## config.mk

```make
export PLATFORM = sky130hd
export DESIGN_NAME = bcd_display_scanner_flat
export DESIGN_NICKNAME = d
export VERILOG_FILES = /design/src/rtl/bcd_display_scanner_if.sv /design/src/rtl/bcd_display_scanner.sv /design/src/flat_wrapper.sv
export SDC_FILE = /design/constraint.sdc
export NUM_CORES = 1
export LEC_CHECK = 0
export ABC_CLOCK_PERIOD_IN_PS = 2300
export CAP_MARGIN = 10
export CORE_ASPECT_RATIO = 1.5
export CORE_MARGIN = 2
export CORE_UTILIZATION = 35
export DETAILED_ROUTE_END_ITERATION = 16
export HOLD_SLACK_MARGIN = 0.02
export PLACE_DENSITY = 0.55
export SLEW_MARGIN = 20
export SYNTH_ARGS = -nofsm -noshare
export SYNTH_HDL_FRONTEND = slang
export SYNTH_SLANG_ARGS = --single-unit
```

## constraint.sdc

```tcl
create_clock -name clk -period 2.3 [get_ports clk]
set_input_delay 0.345 -clock clk [delete_from_list [all_inputs] [get_ports clk]]
set_output_delay 0.345 -clock clk [all_outputs]
set_load 0.02 [all_outputs]
```

## src/rtl/bcd_display_scanner_if.sv

```systemverilog
// bcd_display_scanner_if: BCD digit inputs and display outputs between counter and scanner
interface bcd_display_scanner_if;
  logic [3:0] units;
  logic [3:0] tens;
  logic [3:0] hundreds;
  logic [3:0] thousands;
  logic       hold;
  logic [6:0] seg;
  logic [3:0] digit_en;
  logic       frame_done;
  logic       bad_digit;
  modport master (
    output units, tens, hundreds, thousands, hold,
    input  seg, digit_en, frame_done, bad_digit
  );
  modport slave (
    input  units, tens, hundreds, thousands, hold,
    output seg, digit_en, frame_done, bad_digit
  );
endinterface

```

## src/rtl/bcd_display_scanner.sv

```systemverilog
// bcd_display_scanner: 4-digit multiplexed 7-segment scanner; define LEADING_ZERO_BLANK_EN to suppress leading zeros
module bcd_display_scanner #(
  parameter int SCAN_DIV     = 1000,
  parameter int BLANK_CYCLES = 16
) (
  input  logic                  clk,
  input  logic                  reset,
  bcd_display_scanner_if.slave  bus
);
  localparam int MAXN = (SCAN_DIV > BLANK_CYCLES) ? SCAN_DIV : BLANK_CYCLES;
  localparam int W = ($clog2(MAXN) < 1) ? 1 : $clog2(MAXN);
  localparam logic [W-1:0] BLAST = W'(BLANK_CYCLES - 1);
  localparam logic [W-1:0] OLAST = W'(SCAN_DIV - 1);
  typedef enum logic {BLANK, ON} state_t;
  state_t       state_q, state_d;
  logic [W-1:0] cnt_q, cnt_d;
  logic [1:0]   idx_q, idx_d;
  logic [15:0]  snap_q, snap_d, snap_n;
  logic [6:0]   seg_q, seg_d;
  logic [3:0]   en_q, en_d;
  logic         fd_q, fd_d, bad_q, bad_d;
  logic [3:0]   dig;
  logic         sup, blank_end, on_end;
  function automatic logic [6:0] dec(input logic [3:0] d);
    case (d)
      4'd0: dec = 7'h3F;
      4'd1: dec = 7'h06;
      4'd2: dec = 7'h5B;
      4'd3: dec = 7'h4F;
      4'd4: dec = 7'h66;
      4'd5: dec = 7'h6D;
      4'd6: dec = 7'h7D;
      4'd7: dec = 7'h07;
      4'd8: dec = 7'h7F;
      4'd9: dec = 7'h6F;
      default: dec = 7'h40;
    endcase
  endfunction
  assign blank_end = (state_q == BLANK) && (cnt_q == BLAST);
  assign on_end    = (state_q == ON) && (cnt_q == OLAST);
  // Value the snapshot would take on this edge; digit 0 decodes from it so a fresh capture shows immediately
  always_comb begin
    snap_n = (idx_q == 2'd0 && !bus.hold) ? {bus.thousands, bus.hundreds, bus.tens, bus.units} : snap_q;
    dig    = snap_n[{idx_q, 2'b00} +: 4];
`ifdef LEADING_ZERO_BLANK_EN
    sup = (idx_q == 2'd3) ? (snap_n[15:12] == 4'd0) :
          (idx_q == 2'd2) ? (snap_n[15:8] == 8'd0) :
          (idx_q == 2'd1) ? (snap_n[15:4] == 12'd0) : 1'b0;
`else
    sup = 1'b0;
`endif
  end
  // Phase sequencing: BLANK then ON per digit, outputs loaded on phase edges
  always_comb begin
    state_d = state_q;
    cnt_d   = cnt_q + 1'b1;
    idx_d   = idx_q;
    snap_d  = snap_q;
    seg_d   = seg_q;
    en_d    = en_q;
    fd_d    = 1'b0;
    bad_d   = 1'b0;
    if (blank_end) begin
      state_d = ON;
      cnt_d   = '0;
      snap_d  = snap_n;
      seg_d   = sup ? 7'h00 : dec(dig);
      en_d    = sup ? 4'h0 : (4'b0001 << idx_q);
      bad_d   = !sup && (dig > 4'd9);
    end else if (on_end) begin
      state_d = BLANK;
      cnt_d   = '0;
      idx_d   = idx_q + 2'd1;
      seg_d   = 7'h00;
      en_d    = 4'h0;
      fd_d    = (idx_q == 2'd3);
    end
  end
  // State register with synchronous reset taking priority over everything
  always_ff @(posedge clk) begin
    if (reset) begin
      state_q <= BLANK;
      cnt_q   <= '0;
      idx_q   <= 2'd0;
      snap_q  <= 16'h0000;
      seg_q   <= 7'h00;
      en_q    <= 4'h0;
      fd_q    <= 1'b0;
      bad_q   <= 1'b0;
    end else begin
      state_q <= state_d;
      cnt_q   <= cnt_d;
      idx_q   <= idx_d;
      snap_q  <= snap_d;
      seg_q   <= seg_d;
      en_q    <= en_d;
      fd_q    <= fd_d;
      bad_q   <= bad_d;
    end
  end
  assign bus.seg        = seg_q;
  assign bus.digit_en   = en_q;
  assign bus.frame_done = fd_q;
  assign bus.bad_digit  = bad_q;
endmodule

```

## src/flat_wrapper.sv

```systemverilog
// flat-port wrapper written by rule: the top's interface ports become plain ports
module bcd_display_scanner_flat 
#(
  parameter int SCAN_DIV     = 1000,
  parameter int BLANK_CYCLES = 16
)
  (clk, reset, bus_units, bus_tens, bus_hundreds, bus_thousands, bus_hold, bus_seg, bus_digit_en, bus_frame_done, bus_bad_digit);
  bcd_display_scanner_if bus_i ();
  input  logic clk;
  input  logic reset;
  input wire logic [$bits(bus_i.units)-1:0] bus_units;
  input wire logic [$bits(bus_i.tens)-1:0] bus_tens;
  input wire logic [$bits(bus_i.hundreds)-1:0] bus_hundreds;
  input wire logic [$bits(bus_i.thousands)-1:0] bus_thousands;
  input wire logic [$bits(bus_i.hold)-1:0] bus_hold;
  output wire logic [$bits(bus_i.seg)-1:0] bus_seg;
  output wire logic [$bits(bus_i.digit_en)-1:0] bus_digit_en;
  output wire logic [$bits(bus_i.frame_done)-1:0] bus_frame_done;
  output wire logic [$bits(bus_i.bad_digit)-1:0] bus_bad_digit;
  assign bus_i.units = bus_units;
  assign bus_i.tens = bus_tens;
  assign bus_i.hundreds = bus_hundreds;
  assign bus_i.thousands = bus_thousands;
  assign bus_i.hold = bus_hold;
  assign bus_seg = bus_i.seg;
  assign bus_digit_en = bus_i.digit_en;
  assign bus_frame_done = bus_i.frame_done;
  assign bus_bad_digit = bus_i.bad_digit;
  bcd_display_scanner #(.SCAN_DIV(SCAN_DIV), .BLANK_CYCLES(BLANK_CYCLES)) u_core (.clk(clk), .reset(reset), .bus(bus_i));
endmodule
```

==> impl_results.md <==
* YS warnings at 0
* Routed wire length at 4.31 mm
* Layout Area Growth over Synthesis at 34.3%
* Top delay family on crit path: buffers and inverters
* Gr ovfl total at 0
* Fmax achieved at 445 MHz
* Critical Path, Cell by Cell: inv_4, ha_4, nor2b_4, buf_6, buf_4, buf_4, mux4_2, mux2i_2, buf_4, nand2_1, a311o_1
* Antenna-violating nets left at 0
* DIE AREA at 0.00656 mm²
* Final hold vios at 0
* Placed Cells at 325
* Unrepaired setup endpoints after global routing: true
* # setup viols final at 0
* Main synth FF type: dfxtp_1
* Synth unique cells at 40
* Leakage at 0.00108 µW
* Register Area at 843 µm²
* RR Startpoint: u_core.idx_q[1]$_SDFFE_PP0P_
* Via count at 1664
* Critical Path AT at 2440 ps
* WP data required at 2490 ps
* Worst Hold End: u_core.cnt_q[0]$_SDFF_PP0_
* # rows at 34
* Max-Cap Viols at 0
* DR WL/cell at 12.7 µm
* Max Slew Vio Count at 0
* Pwr/cell area at 522 mW/mm²
* Htree depth at 2
* Clk slew on worst S/H paths at 90 ps
* Initial Utilization at 0.360
* Worst Setup SP: u_core.idx_q[1]$_SDFFE_PP0P_
* Synthesized area at 0.00207 mm²
* Shortest period the worst path allows at 2250 ps
* Setup ws final at 50.9 ps
* CP most frequent cell: buf_4
* Worst-case clock buffer depth at 2
* Drt pass-1 iters at 4
* Pin count of the biggest net entering global routing at 24
* Reg2Reg Depth at 11
* Area share of the largest cell type after synthesis at 0.406
* Post-Layout Cell Count at 340
* RR Endpoint: u_core.bus.seg[3]$_SDFFE_PP0P_
* Sink Count at 42
* CTS tree: built
* Area of the multi-input gates at 0.00117 mm²
* IO Pins at 32
* Worst Hold Depth at 1
* Most instantiated cells after synthesis: dfxtp_1 (42), nand2_1 (39), a21oi_1 (16)
* RD Place Congestion at 0.736
* Net Count, Synth at 239
* Post-synth EDFFs at 0
* Share of cells above drive strength 1 at 0.246
* Final worst path period share at 0.978
* Startpoint types: flop
* Worst-margin pin slew at 788 ps
* Die width at 66.8 µm
* Seq cells post-synth at 42
* Vias in the first global route at 1690
* Reg-to-reg setup timing slack at 50 ps
* Filler cell count at 567
* Initial DRC count at 42
* Layout Skew at 8.28 ps
* Syn_area_per_cell at 9.85 µm²
* Crit-path slowest cell: dfxtp_2
* Max FO, Critical Path at 6
* Area leader, netlist: dfxtp_1
* Initial antenna violation count at 0
* DIE HEIGHT at 98.2 µm
* Top cells by area, synth: dfxtp_1 (41%), nand2_1 (7.1%), ha_1 (6.0%), mux4_1 (5.1%), mux4_2 (4.4%)
* Most frequent cell after synthesis: dfxtp_1
* Slew Limit Headroom at 0.471
* CTS root buffer: clkbuf_8
* Register area share after synthesis at 0.406
* Port-buffer cells at 31
* Post-Place Setup Slack at -183 ps
* Fin nets at 296
* Crit path buf inv count at 5
* Hold WC Path Type: reg2reg
* Max incr delay on CP at 360 ps
* Core box area at 0.00574 mm²
* Cts bufs inserted at 5
* CTS Hold Bufs at 0
* Crit. End Element: flop
* Run status: finished clean
* Detailed Place HPWL at 3.24 mm
* Drt via density at 4.89
* ANT cells at 0
* Gr usage total at 0.145
* Clock Latency Late Sink at 290 ps
* Critical path class: reg2reg
* Cell count after synthesis at 210
* Maximum vdd drop at 0.000329 V
* Ys async rst share at 0
* Fin Setup TNS at 0 ps
* First-pass GRT wire length at 7.37 mm
* Hold Startpoint: u_core.cnt_q[0]$_SDFF_PP0_
* DRC viols at 0
## cell families after synthesis
family                   share of synthesized area
buffers and inverters                       0.0447
AND/OR/NAND/NOR                              0.206
XOR/XNOR                                    0.0381
adder cells (fa/ha/maj)                     0.0605
AO/OA/AOI/OAI                               0.0998
multiplexers                                 0.145
flip-flops                                   0.406
## routing by layer
metal | share of wire | global-route usage | vias up
met5 | 0 | 0 | -
met4 | 0.025 | 0.0628 | 0
met3 | 0.033 | 0.0288 | 8
met2 | 0.53 | 0.257 | 41
met1 | 0.41 | 0.164 | 780
li1 | - | - | 835
## registers in the layout (all words and copies together), names as in the netlist
register,cells
u_core.bus.frame_done,1
u_core.bus.seg,7
u_core.bus.bad_digit,1
u_core.cnt_q,10
u_core.bus.digit_en,4
u_core.snap_q,16
u_core.idx_q,2
u_core.state_q,1
## worst register-to-register path: cells and delay by family, from the launching register on
kind	cells	cell delay [ps]
AOI/OAI and AO/OA	1	300
adders and majority gates	1	160
buffers and inverters	5	610
DFF	1	360
muxes	2	500
and+or+nand+nor	2	200
## cell type report
type | instances | area share
clock inverter | 3 | 0.0144
sequential | 42 | 0.303
clock buffer | 5 | 0.0248
inverter | 8 | 0.0117
timing repair buffer | 61 | 0.193
multi-input combinational | 149 | 0.420
tap | 72 | 0.0324
## placed cells by master, fill, tap and decap left out, types with 7 or more instances in the layout
cell type | synthesis | routed
xnor2_1 | 9 | 9
and3_1 | 7 | 7
ha_1 | 10 | 7
nor2_1 | 13 | 13
buf_4 | 3 | 28
clkdlybuf4s50_1 | 0 | 31
nand2_1 | 39 | 39
a21oi_1 | 16 | 16
dfxtp_1 | 42 | 40
mux4_2 | 4 | 8
## power breakdown
group	internal (µW)	switching [µW]	total [µW]
Clock	320	260	580
Sequential	731	3.34	734
Combinational	80.9	57.7	139
## per-stage QoR
stage          utilization  total power (µW)  hold slack (ps)  cell area, µm²
6_report             0.484              1450              441            2780
5_1_grt              0.484              1510              466            2780
4_1_cts              0.473              1470              446            2720
3_5_place_dp         0.452               880              431            2600
3_3_place_gp         0.452               879              424            2600
2_1_floorplan            -               811              413            2090
## worst max-delay path by stage
stage          cells after the start                              to  slack, ps
2_1_floorplan                     11  u_core.bus.seg[4]$_SDFFE_PP0P_        -50
3_3_place_gp                       9  u_core.bus.seg[4]$_SDFFE_PP0P_       -140
3_5_place_dp                       9  u_core.bus.seg[4]$_SDFFE_PP0P_       -180
4_1_cts                           10  u_core.bus.seg[4]$_SDFFE_PP0P_         20
5_1_grt                           11  u_core.bus.seg[6]$_SDFFE_PP0P_         -6
6_report                          11  u_core.bus.seg[3]$_SDFFE_PP0P_         50
## repair_timing
item	4_1_cts	5_1_grt
buffers inserted	1	5
cloned	0	1
setup endpoints to repair	2	6
pin swaps	1	6
gates resized for setup	5	6
Note: power is estimated with default switching activity, not from simulation.
